### config.mk
export PLATFORM = sky130hd
export DESIGN_NAME = piso_serializer
export DESIGN_NICKNAME = d
export VERILOG_FILES = /design/src/rtl/piso_serializer.sv
export SDC_FILE = /design/constraint.sdc
export NUM_CORES = 1
export LEC_CHECK = 0
export ABC_AREA = 1
export ABC_CLOCK_PERIOD_IN_PS = 1750
export BUFFER_PORTS_ARGS = -buffer_cell sky130_fd_sc_hd__buf_2
export CAP_MARGIN = 20
export CORE_UTILIZATION = 47
export DETAILED_ROUTE_END_ITERATION = 10
export MAX_ROUTING_LAYER = met4
export PLACE_DENSITY = 0.82
export SLEW_MARGIN = 20
export SYNTH_ARGS = -nofsm -noshare
export SYNTH_HDL_FRONTEND = slang
export SYNTH_SLANG_ARGS = --single-unit
### constraint.sdc
create_clock -name clk -period 1.75 [get_ports clk]
set_input_delay 0.35 -clock clk [delete_from_list [all_inputs] [get_ports clk]]
set_output_delay 0.35 -clock clk [all_outputs]
set_load 0.05 [all_outputs]
### src/rtl/piso_serializer.sv
// Parallel-in/serial-out stage feeding the serial pattern detector.
// Accepts WIDTH-bit words over valid/ready and emits one bit per clock on
// ser_out with a data strobe (ser_valid), an end-of-word pulse (frame_done)
// and an optional fixed idle gap after every word.
module piso_serializer #(
  parameter int WIDTH      = 8,
  parameter bit MSB_FIRST  = 1'b1,
  parameter int GAP_CYCLES = 0,
  parameter bit IDLE_LEVEL = 1'b1
) (
  input  logic             clk,
  input  logic             rst,
  input  logic [WIDTH-1:0] din,
  input  logic             din_valid,
  output logic             din_ready,
  output logic             ser_out,
  output logic             ser_valid,
  output logic             frame_done,
  output logic             busy
);

  localparam int                 CNT_W    = $clog2(WIDTH);
  localparam logic [CNT_W-1:0]   CNT_LAST = CNT_W'(WIDTH - 1);
  localparam logic [CNT_W-1:0]   CNT_ZERO = {CNT_W{1'b0}};
  localparam logic [CNT_W-1:0]   CNT_ONE  = CNT_W'(1);
  localparam int                 GAP_W    = 4;
  // Gap counter counts down from GAP_CYCLES-1 to 0, one GAP cycle per value.
  localparam logic [GAP_W-1:0]   GAP_LOAD = GAP_W'((GAP_CYCLES > 0) ? (GAP_CYCLES - 1) : 0);

  typedef enum logic [1:0] {
    ST_IDLE  = 2'd0,
    ST_SHIFT = 2'd1,
    ST_GAP   = 2'd2
  } state_t;

  state_t            state_r;
  logic [WIDTH-1:0]  shreg_r;   // current bit always sits at the head position
  logic [CNT_W-1:0]  cnt_r;     // bits remaining after the one on ser_out
  logic [GAP_W-1:0]  gap_r;

  logic              last_bit_s;
  logic              take_s;
  logic [WIDTH-1:0]  shifted_s;

  // Bit that leaves first for a given word image.
  function automatic logic head_bit(input logic [WIDTH-1:0] w);
    if (MSB_FIRST) begin
      return w[WIDTH-1];
    end else begin
      return w[0];
    end
  endfunction

  // Word image after the head bit has been sent.
  function automatic logic [WIDTH-1:0] advance(input logic [WIDTH-1:0] w);
    if (MSB_FIRST) begin
      return {w[WIDTH-2:0], 1'b0};
    end else begin
      return {1'b0, w[WIDTH-1:1]};
    end
  endfunction

  assign last_bit_s = (cnt_r == CNT_ZERO);
  assign shifted_s  = advance(shreg_r);
  assign take_s     = din_valid & din_ready;

  // Ready is combinational so a word can be chained into the last-bit cycle.
  always_comb begin
    din_ready = 1'b0;
    if (rst) begin
      din_ready = 1'b0;
    end else if (state_r == ST_IDLE) begin
      din_ready = 1'b1;
    end else if ((state_r == ST_SHIFT) && last_bit_s && (GAP_CYCLES == 0)) begin
      din_ready = 1'b1;
    end else begin
      din_ready = 1'b0;
    end
  end

  // Control FSM with registered serial outputs; reset abandons any frame.
  always_ff @(posedge clk or posedge rst) begin
    if (rst) begin
      state_r    <= ST_IDLE;
      shreg_r    <= {WIDTH{1'b0}};
      cnt_r      <= CNT_ZERO;
      gap_r      <= {GAP_W{1'b0}};
      ser_out    <= IDLE_LEVEL;
      ser_valid  <= 1'b0;
      frame_done <= 1'b0;
      busy       <= 1'b0;
    end else begin
      case (state_r)
        ST_IDLE: begin
          if (take_s) begin
            shreg_r    <= din;
            cnt_r      <= CNT_LAST;
            ser_out    <= head_bit(din);
            ser_valid  <= 1'b1;
            frame_done <= 1'b0;
            busy       <= 1'b1;
            state_r    <= ST_SHIFT;
          end else begin
            ser_out    <= IDLE_LEVEL;
            ser_valid  <= 1'b0;
            frame_done <= 1'b0;
            busy       <= 1'b0;
          end
        end

        ST_SHIFT: begin
          if (!last_bit_s) begin
            shreg_r    <= shifted_s;
            cnt_r      <= cnt_r - CNT_ONE;
            ser_out    <= head_bit(shifted_s);
            ser_valid  <= 1'b1;
            frame_done <= (cnt_r == CNT_ONE);
            busy       <= 1'b1;
          end else if (take_s) begin
            // Chained word: first bit follows the previous last bit directly.
            shreg_r    <= din;
            cnt_r      <= CNT_LAST;
            ser_out    <= head_bit(din);
            ser_valid  <= 1'b1;
            frame_done <= 1'b0;
            busy       <= 1'b1;
          end else if (GAP_CYCLES == 0) begin
            ser_out    <= IDLE_LEVEL;
            ser_valid  <= 1'b0;
            frame_done <= 1'b0;
            busy       <= 1'b0;
            state_r    <= ST_IDLE;
          end else begin
            gap_r      <= GAP_LOAD;
            ser_out    <= IDLE_LEVEL;
            ser_valid  <= 1'b0;
            frame_done <= 1'b0;
            busy       <= 1'b1;
            state_r    <= ST_GAP;
          end
        end

        ST_GAP: begin
          ser_out    <= IDLE_LEVEL;
          ser_valid  <= 1'b0;
          frame_done <= 1'b0;
          if (gap_r == {GAP_W{1'b0}}) begin
            busy    <= 1'b0;
            state_r <= ST_IDLE;
          end else begin
            gap_r   <= gap_r - 4'd1;
            busy    <= 1'b1;
          end
        end

        default: begin
          state_r    <= ST_IDLE;
          cnt_r      <= CNT_ZERO;
          ser_out    <= IDLE_LEVEL;
          ser_valid  <= 1'b0;
          frame_done <= 1'b0;
          busy       <= 1'b0;
        end
      endcase
    end
  end

endmodule

== After elaboration in Yosys (flattened, before gate mapping) ==
Cells that the tools add are included.

* $add $sub $neg: 2
* Equal/unequal tests: 7
* Multiplexer cells: 24
* Bitwise logic cells: 2
* Reduce and logical (&&, ||, !) cells: 7

{| class="wikitable"
|+ Operators by type and width
! kind !! count
|-
| two-way mux 8 bit || 2
|-
| case mux 8 bit (2 select lines) || 1
|-
| two-way mux 1 bit || 10
|-
| case mux 3 bit (3 select lines) || 1
|-
| two-way mux 2 bit || 4
|-
| inequality test 2 bit, second input constant || 4
|-
| two-way mux 3 bit || 2
|-
| case mux 2 bit (3 select lines) || 1
|-
| logical NOT 4 bit || 1
|-
| case mux 1 bit (2 select lines) || 2
|-
| AND reduction 4 bit || 1
|-
| subtractor 4 x 1 -> 4 bit, second input constant || 1
|-
| equality test 3 x 1 -> 1 bit, second input constant || 1
|-
| logical NOT 3 bit || 1
|-
| case mux 1 bit (3 select lines) || 1
|-
| subtractor 3 x 1 -> 3 bit, second input constant || 1
|-
| equality test 2 x 1 -> 1 bit, second input constant || 1
|-
| equality test 2 bit, second input constant || 1
|-
| logical NOT 2 bit || 1
|-
| AND reduction 2 bit || 1
|-
| nonzero test 2 bit || 1
|-
| AND 1 bit || 1
|-
| logical AND 1 bit || 1
|-
| inverter 1 bit || 1
|}

* Bits in registers: 21
* Bits of input ports: 11
* Output and inout port bits: 5

== Longest topological paths before layout ==
Gate-level depths: netlist (run 1).

* Depth in word-level cells: 9
* Mapped depth: 8
* Gate-level depth less buffers: 8

== Least setup slack after synthesis (run 1) ==
No wires, ideal clock.

* Path kind: flip-flop to output port
* Start point: register cnt_r[0]
* End point: output port din_ready
* Arrival time: 1.509 ns
* Required time: 1.400 ns
* Setup slack: -0.109 ns
* Stages on the path, launching flop included: 7
* Buffers on the path: 0
* Cells stage by stage: dfrtp_1 inv_1 ha_1 nand2_2 nand2_4 inv_1 nor2_1

* Cells in the longest elaborated chain, start to end: 5

{| class="wikitable"
|+ Ends and longest elaborated chain
! item !! RTL line !! RTL
|-
| from (decl) || 38 || <nowiki>logic [CNT_W-1:0] cnt_r;</nowiki>
|-
| from (signal assigned) || 114 || <nowiki>cnt_r <= cnt_r - CNT_ONE;</nowiki>
|-
| logical NOT 3 bit || 63 || <nowiki>assign last_bit_s = (cnt_r == CNT_ZERO);</nowiki>
|-
| logical AND 1 bit || 74 || <nowiki>end else if ((state_r == ST_SHIFT) && last_bit_s && (GAP_CYCLES == 0)) begin</nowiki>
|-
| two-way mux 1 bit || 74 ||
|-
| two-way mux 1 bit || 72 || <nowiki>end else if (state_r == ST_IDLE) begin</nowiki>
|-
| two-way mux 1 bit || 70 || <nowiki>if (rst) begin</nowiki>
|-
| to (decl) || 15 || <nowiki>output logic din_ready,</nowiki>
|}

No other way between the ends.

== Worst setup path after layout (run 1) ==
* Start point: register cnt_r[1]
* End point: output port din_ready

The elaborated chain is that of the path after synthesis.

==> implementation parameters, run 1 <==
Parameter                              Value

STA
  Total setup violations reported at the end of the flow    0
  Relative slew slack    73.73%
  Transition time at the pin with the least slew margin    0.3934 ns
  Achievable frequency    595.2 MHz
  Final hold violation count    0
  Min cycle time layout    1.680 ns
  Crit share post-route    96.00%
  Worst clock skew    0.002884 ns
  Final count of pins violating max slew    0

Logic synthesis
  Mapped Avg Cell Area    around 8.5 µm²
  Sequential area share after synthesis    between 40% and 50%
  Seq cells post-synth    14
  Netlist area before placement    733.2 µm²
  Cell type with the highest aggregate area in the netlist    sky130_fd_sc_hd__dfrtp_1
  Yosys warning total    0
  Number of distinct library cells after synthesis    19
  Number of synthesized flops with an enable pin    0
  Syn nets    100
  Area fraction of the dominant cell type after synthesis    about 44%
  Most frequent cells after synthesis    sky130_fd_sc_hd__nor2_1 (14), sky130_fd_sc_hd__dfrtp_1 (13), sky130_fd_sc_hd__inv_1 (13)
  Cell with the most instances after synthesis    sky130_fd_sc_hd__nor2_1
  Top area cells in the synthesized netlist    sky130_fd_sc_hd__dfrtp_1 (44%), sky130_fd_sc_hd__nor2_1 (7.2%), sky130_fd_sc_hd__nand4_1 (6.8%), sky130_fd_sc_hd__inv_1 (6.7%), sky130_fd_sc_hd__nand2_1 (6.1%)
  Ys async rst share    100.0%
  Instance count of the mapped netlist    86
  Prevailing post-synth register cell    sky130_fd_sc_hd__dfrtp_1

Clock network
  Clock slew at reported path FFs    around 0.090 ns
  Clock tree sinks    14
  TritonCTS clock tree    built
  Clock latency of the later-clocked register in the worst-skew pair    0.28 ns
  TritonCTS Buffers    3
  Number of hold-repair buffers added at the cts stage    0
  Clk buf depth    2
  # H-tree levels    1
  Root Driver    sky130_fd_sc_hd__clkbuf_4

Drt
  1st-pass router iterations    4
  Routed wire length per instance    around 10 µm
  Antenna violation net count after detailed routing    0
  WL final    1213 µm
  Vias per Instance    between 5 and 6
  Vias post-DR    597
  DRC violations left    0
  Detailed Route Iter0 Violations    13

Layout
  Antenna fix cells    0
  Post-layout net count    119
  Fraction of layout instances using a drive strength above 1    36.54%
  Fin util    63.71%
  Synthesis-to-layout area growth    20.14%
  Count of non-filler cells in the finished layout    119
  Finished layout cell area    about 880 µm²

Floorplanning
  Vertical extent of the die    around 41 µm
  Count of standard-cell rows    13
  DIE AREA    1722 µm²
  Initial cell density of the core    a little over half
  Num ports    16
  Core area    1383 µm²
  Die boundary width    slightly above 40 µm

Global routing
  Initial antenna violation count    0
  Maximum number of pins on one net before global-route repair    23
  GRT Overall Usage    ~16%
  Vias in the first global route    483
  Global-route congestion overflow total    0
  Global-route wire length before repair    2042 µm

Run
  Maximum capacitance violations    0

Setup path
  Max Fanout on Critical Path    5
  Crit path kind    reg2out
  Required time at the endpoint of the critical path    about 1.4 ns
  Endpoint type of the worst setup path    output port
  Worst Setup Start Kind    register
  CP Data Arrival Time    1.33 ns

Place
  Count of input and output buffers    15
  Placed Cells incl. Taps    around 110
  HPWL Detailed    ~800 µm
  RePlAce Congestion    between 0.7 and 0.8
  Post-DP Area    803.3 µm²

Power and ir drop
  PD cells    around 1800 nW/µm²
  Leakage    about 0.47 nW
  Maximum ir drop on the vdd rail    1.079 mV
  Total Power    roughly 1.6 mW

Worst hold path
  HP Class    in2async

Run status
  Result of the run    finished clean
## sequential cells by signal, indices dropped and copies added, names as in the netlist
name	count
ser_out	1
frame_done	1
cnt_r	3
state_r	1
busy	1
shreg_r	7
## power breakdown
part	switching (mW)	internal [mW]	total (mW)	leakage, nW
combinational	0.491	0.304	0.795	0.288
clock	0.108	0.127	0.235	0.0210
sequential	0.0626	0.470	0.533	0.163
total	0.662	0.901	1.56	0.472
## worst max-delay path, cell delays in order, from the launching register on
cell and delay [ns]:
sky130_fd_sc_hd__dfrtp_1 0.39, sky130_fd_sc_hd__inv_2 0.09, sky130_fd_sc_hd__ha_4 0.13, sky130_fd_sc_hd__nand2_2 0.06, sky130_fd_sc_hd__nand2_4 0.07, sky130_fd_sc_hd__inv_4 0.05
sky130_fd_sc_hd__nor2_4 0.09, sky130_fd_sc_hd__buf_6 0.15
## cells in the final DEF (no fill, tap or decap), drive strengths merged
master and count:
buf 18, inv 16, nor2 14, nand2 14, dfrtp 13, nand4 8, o21ai 6, or2 5
clkbuf 4, ha 3, a21oi 1, a21o 1, dfstp 1
## layout make-up
| type | count | area (µm²) |
|---|---|---|
| clock buffer | 4 | 36.28 |
| fill | 101 | 501.7 |
| inverter | 16 | 62.56 |
| multi-input combinational | 52 | 307.8 |
| timing repair buffer | 18 | 103.9 |
| tap | 15 | 18.77 |
| sequential | 14 | 351.6 |
## per-layer routing
metal	share of wire (%)	GRT usage, %	routed length (µm)	vias to the layer above
li1	-	-	-	302
met3	3.1	3.913	37	4
met5	0	-	0	-
met2	47	21.56	567	11
met1	48	21.13	586	280
met4	1.8	9.677	22	0
## logic make-up after synthesis
logic type | count (synthesis) | share of synthesized area (%)
simple gates | 41 | 26.79
fa+ha+maj | 3 | 5.120
buf+inv | 20 | 12.80
flops | 14 | 47.95
compound gates | 8 | 7.338
## path summary, 6_finish.rpt
check | slack [ns] | startpoint | depth (start not counted) | to
max in group asynchronous | 1.33 | rst | 2 | ser_out
max reg2reg | 0.35 | cnt_r[0] | 8 | shreg_r[6]
min in group clk | 0.33 | din[0] | 3 | shreg_r[0]
max | 0.07 | cnt_r[1] | 7 | din_ready
min | 0.11 | rst | 2 | shreg_r[0]
min reg2reg | 0.51 | shreg_r[3] | 2 | shreg_r[3]
## timing repair
action	in CTS	in global routing
endpoints found under the hold margin	0	0
setup endpoints to repair	1	1
resized for setup	4	5
setup buffers	0	2
pin swaps	0	2
## metrics by stage
| stage | setup WS, ns | TNS, ns | hold WS (ns) |
|---|---|---|---|
| after detailed placement | 0.2181 | 0 | 0.4110 |
| after floorplan | 0.1157 | 0 | 0.1975 |
| after global routing | -0.008345 | -0.008345 | 0.1326 |
| after global placement | 0.2500 | 0 | 0.4031 |
| final | 0.06999 | 0 | 0.1071 |
| after CTS | 0.01038 | 0 | 0.1004 |
No activity file was read; power rests on OpenSTA's default activity.
==> run 2, diff against run 1 <==
==> constraint.sdc (replaced) <==
create_clock -name clk -period 1.75 [get_ports clk]
set_input_delay 0.35 -clock clk [delete_from_list [all_inputs] [get_ports clk]]
set_output_delay 0.35 -clock clk [all_outputs]
set_load 0.005 [all_outputs]
==> run 2 against run 1 <==
Fmax shrank 1.0%; register-to-register slack lost 0.04 ns; flip-flop and latch count is the same.
==> implementation parameters, run 2 (synthesized netlist as in run 1, its figures left out) <==
Parameter                              Value

STA
  Final hold violation count    0 (unchanged)
  Crit share post-route    97.01% (was 96.00%)
  Total setup violations reported at the end of the flow    0 (unchanged)
  Achievable frequency    589.1 MHz (was 595.2 MHz)
  Worst hold margin    0.07780 ns (was 0.1071 ns)
  Min cycle time layout    1.698 ns (was 1.680 ns)
  Relative slew slack    73.13% (was 73.73%)
  Worst clock skew    0.004744 ns (was 0.002884 ns)
  Transition time at the pin with the least slew margin    0.4024 ns (was 0.3934 ns)
  Final count of pins violating max slew    0 (unchanged)

Drt
  1st-pass router iterations    4 (unchanged)
  DRC violations left    0 (unchanged)
  Detailed Route Iter0 Violations    8 (was 13)
  Routed wire length per instance    10.97 µm (was 10.19 µm)
  Vias post-DR    590 (was 597)
  Vias per Instance    4.917 (was 5.017)
  Antenna violation net count after detailed routing    0 (unchanged)
  WL final    1316 µm (was 1213 µm)

Floorplanning
  Core area    1383 µm² (unchanged)
  Initial cell density of the core    53.03% (unchanged)
  Die boundary width    41.50 µm (unchanged)
  Count of standard-cell rows    13 (unchanged)
  Vertical extent of the die    41.50 µm (unchanged)
  Num ports    16 (unchanged)
  DIE AREA    1722 µm² (unchanged)

Layout
  Register with the most flip-flops    shreg_r (unchanged)
  Fraction of layout instances using a drive strength above 1    36.19% (was 36.54%)
  Antenna fix cells    0 (unchanged)
  Finished layout cell area    875.8 µm² (was 880.8 µm²)
  Post-layout net count    120 (was 119)
  Most common cell after layout, fill and taps aside    sky130_fd_sc_hd__buf_2 (unchanged)
  Count of non-filler cells in the finished layout    120 (was 119)
  Top library cells by usage in the layout, fill and taps aside    sky130_fd_sc_hd__buf_2 (15), sky130_fd_sc_hd__nor2_1 (14), sky130_fd_sc_hd__dfrtp_1 (13) (was sky130_fd_sc_hd__buf_2 (14), sky130_fd_sc_hd__nor2_1 (13), sky130_fd_sc_hd__dfrtp_1 (13))
  Synthesis-to-layout area growth    19.45% (was 20.14%)
  Largest register FFs    7 (unchanged)
  Largest regs    shreg_r: 7 flops, cnt_r: 3 flops (unchanged)

Setup path
  R2R Path End    cnt_r[2] (was shreg_r[6])
  R2r startpoint    cnt_r[0] (unchanged)
  Crit path kind    reg2out (unchanged)
  Max Fanout on Critical Path    5 (unchanged)
  Worst Setup Start Kind    register (unchanged)
  R2R depth    7 (was 8)
  Critical path cell sequence    inv_2, ha_2, nand2_4, nand2_8, inv_2, nor2_1, buf_2 (was inv_2, ha_4, nand2_2, nand2_4, inv_4, nor2_4, buf_6)
  Cell type group with the largest total delay on the critical path    flip-flops (unchanged)
  CP Data Arrival Time    1.35 ns (was 1.33 ns)
  Most repeated library cell on the critical path    sky130_fd_sc_hd__inv_2
  Maximum single-stage delay on the critical path    0.40 ns (was 0.39 ns)
  Critical Path Slowest Stage Cell    sky130_fd_sc_hd__dfrtp_1 (unchanged)
  Worst reg2reg setup slack    0.31 ns (was 0.35 ns)
  CP bufs+invs    3 (unchanged)
  Required time at the endpoint of the critical path    1.40 ns (about the same)
  Endpoint type of the worst setup path    output port (unchanged)

Place
  HPWL Detailed    870.2 µm (was 803.4 µm)
  Count of input and output buffers    15 (unchanged)
  Placed Cells incl. Taps    112 (was 113)
  Post-DP Area    793.3 µm² (was 803.3 µm²)
  RePlAce Congestion    0.7560 (was 0.7898)

Clock network
  Root Driver    sky130_fd_sc_hd__clkbuf_4 (unchanged)
  TritonCTS clock tree    built (unchanged)
  Clock tree sinks    14 (unchanged)
  Clock latency of the later-clocked register in the worst-skew pair    0.29 ns (was 0.28 ns)
  Clk buf depth    2 (unchanged)
  # H-tree levels    1 (unchanged)
  Number of hold-repair buffers added at the cts stage    0 (unchanged)
  Clock slew at reported path FFs    0.09 ns (about the same)
  TritonCTS Buffers    3 (unchanged)

Power and ir drop
  PD cells    1657 nW/µm² (was 1774 nW/µm²)
  Maximum ir drop on the vdd rail    0.8575 mV (was 1.079 mV)
  Leakage    0.4841 nW (was 0.4724 nW)

Run
  Maximum capacitance violations    0 (unchanged)

Run status
  Result of the run    finished clean (unchanged)

Global routing
  Global-route wire length before repair    2014 µm (was 2042 µm)
  GRT Overall Usage    16.19% (was 15.85%)
  Initial antenna violation count    0 (unchanged)
  Global-route congestion overflow total    0 (unchanged)
  Maximum number of pins on one net before global-route repair    23 (unchanged)
  Vias in the first global route    491 (was 483)

Worst hold path
  HP Class    in2async (unchanged)
-- run 2: cell type report --
cell class              instances  area (µm²)
multi-input cells              52       304.0
repair buffers                 19       105.1
inverters                      16       60.06
well taps                      15       18.77
clock buffers                   4       36.28
flip-flops and latches         14       351.6
fillers                       114       506.7
-- run 2: worst max path at each step --
stage	startpoint	cells past startpoint	end	slack, ns
2_1_floorplan	cnt_r[0]	6	din_ready	0.44
3_3_place_gp	cnt_r[0]	7	din_ready	0.24
3_5_place_dp	cnt_r[0]	7	din_ready	0.18
4_1_cts	cnt_r[1]	7	din_ready	0.03
5_1_grt	cnt_r[0]	7	din_ready	-0.01
6_report	cnt_r[0]	7	din_ready	0.05
-- run 2: timing repair --
action	in CTS	in global routing
endpoints found under the setup margin	1	1
buffers inserted	1	3
resized for setup	3	3
pin swaps	1	1
-- run 2: worst reg2reg max path, delay by kind of cell (launching register included) --
family                     cells  cell delay (ns)
DFF                            1             0.40
AOI/OAI and AO/OA              2             0.34
buffers and inverters          2             0.29
adders and majority gates      1             0.19
and+or+nand+nor                2             0.13
-- run 2: report_power, final --
part,switching [mW],leakage (nW),internal (mW)
registers,0.0683,0.163,0.470
clock network,0.115,0.0210,0.127
logic,0.367,0.300,0.304
-- run 2: stage by stage --
step                      TNS [ns]  util [%]  setup slack [ns]  total power [mW]
after floorplan                  0         -            0.4395             1.002
after global placement           0     57.38            0.2369             1.070
after detailed placement         0     57.38            0.1793             1.098
after CTS                        0     61.18           0.03384             1.378
after global routing      -0.01083     63.35          -0.01083             1.569
final                            0     63.35           0.05236             1.451
-- run 2: routing by layer --
metal  wire length [µm]  GRT usage (%)
met5                  0              -
met4                 47          13.55
met3                 71          2.609
met2                635          23.44
met1                562          19.66
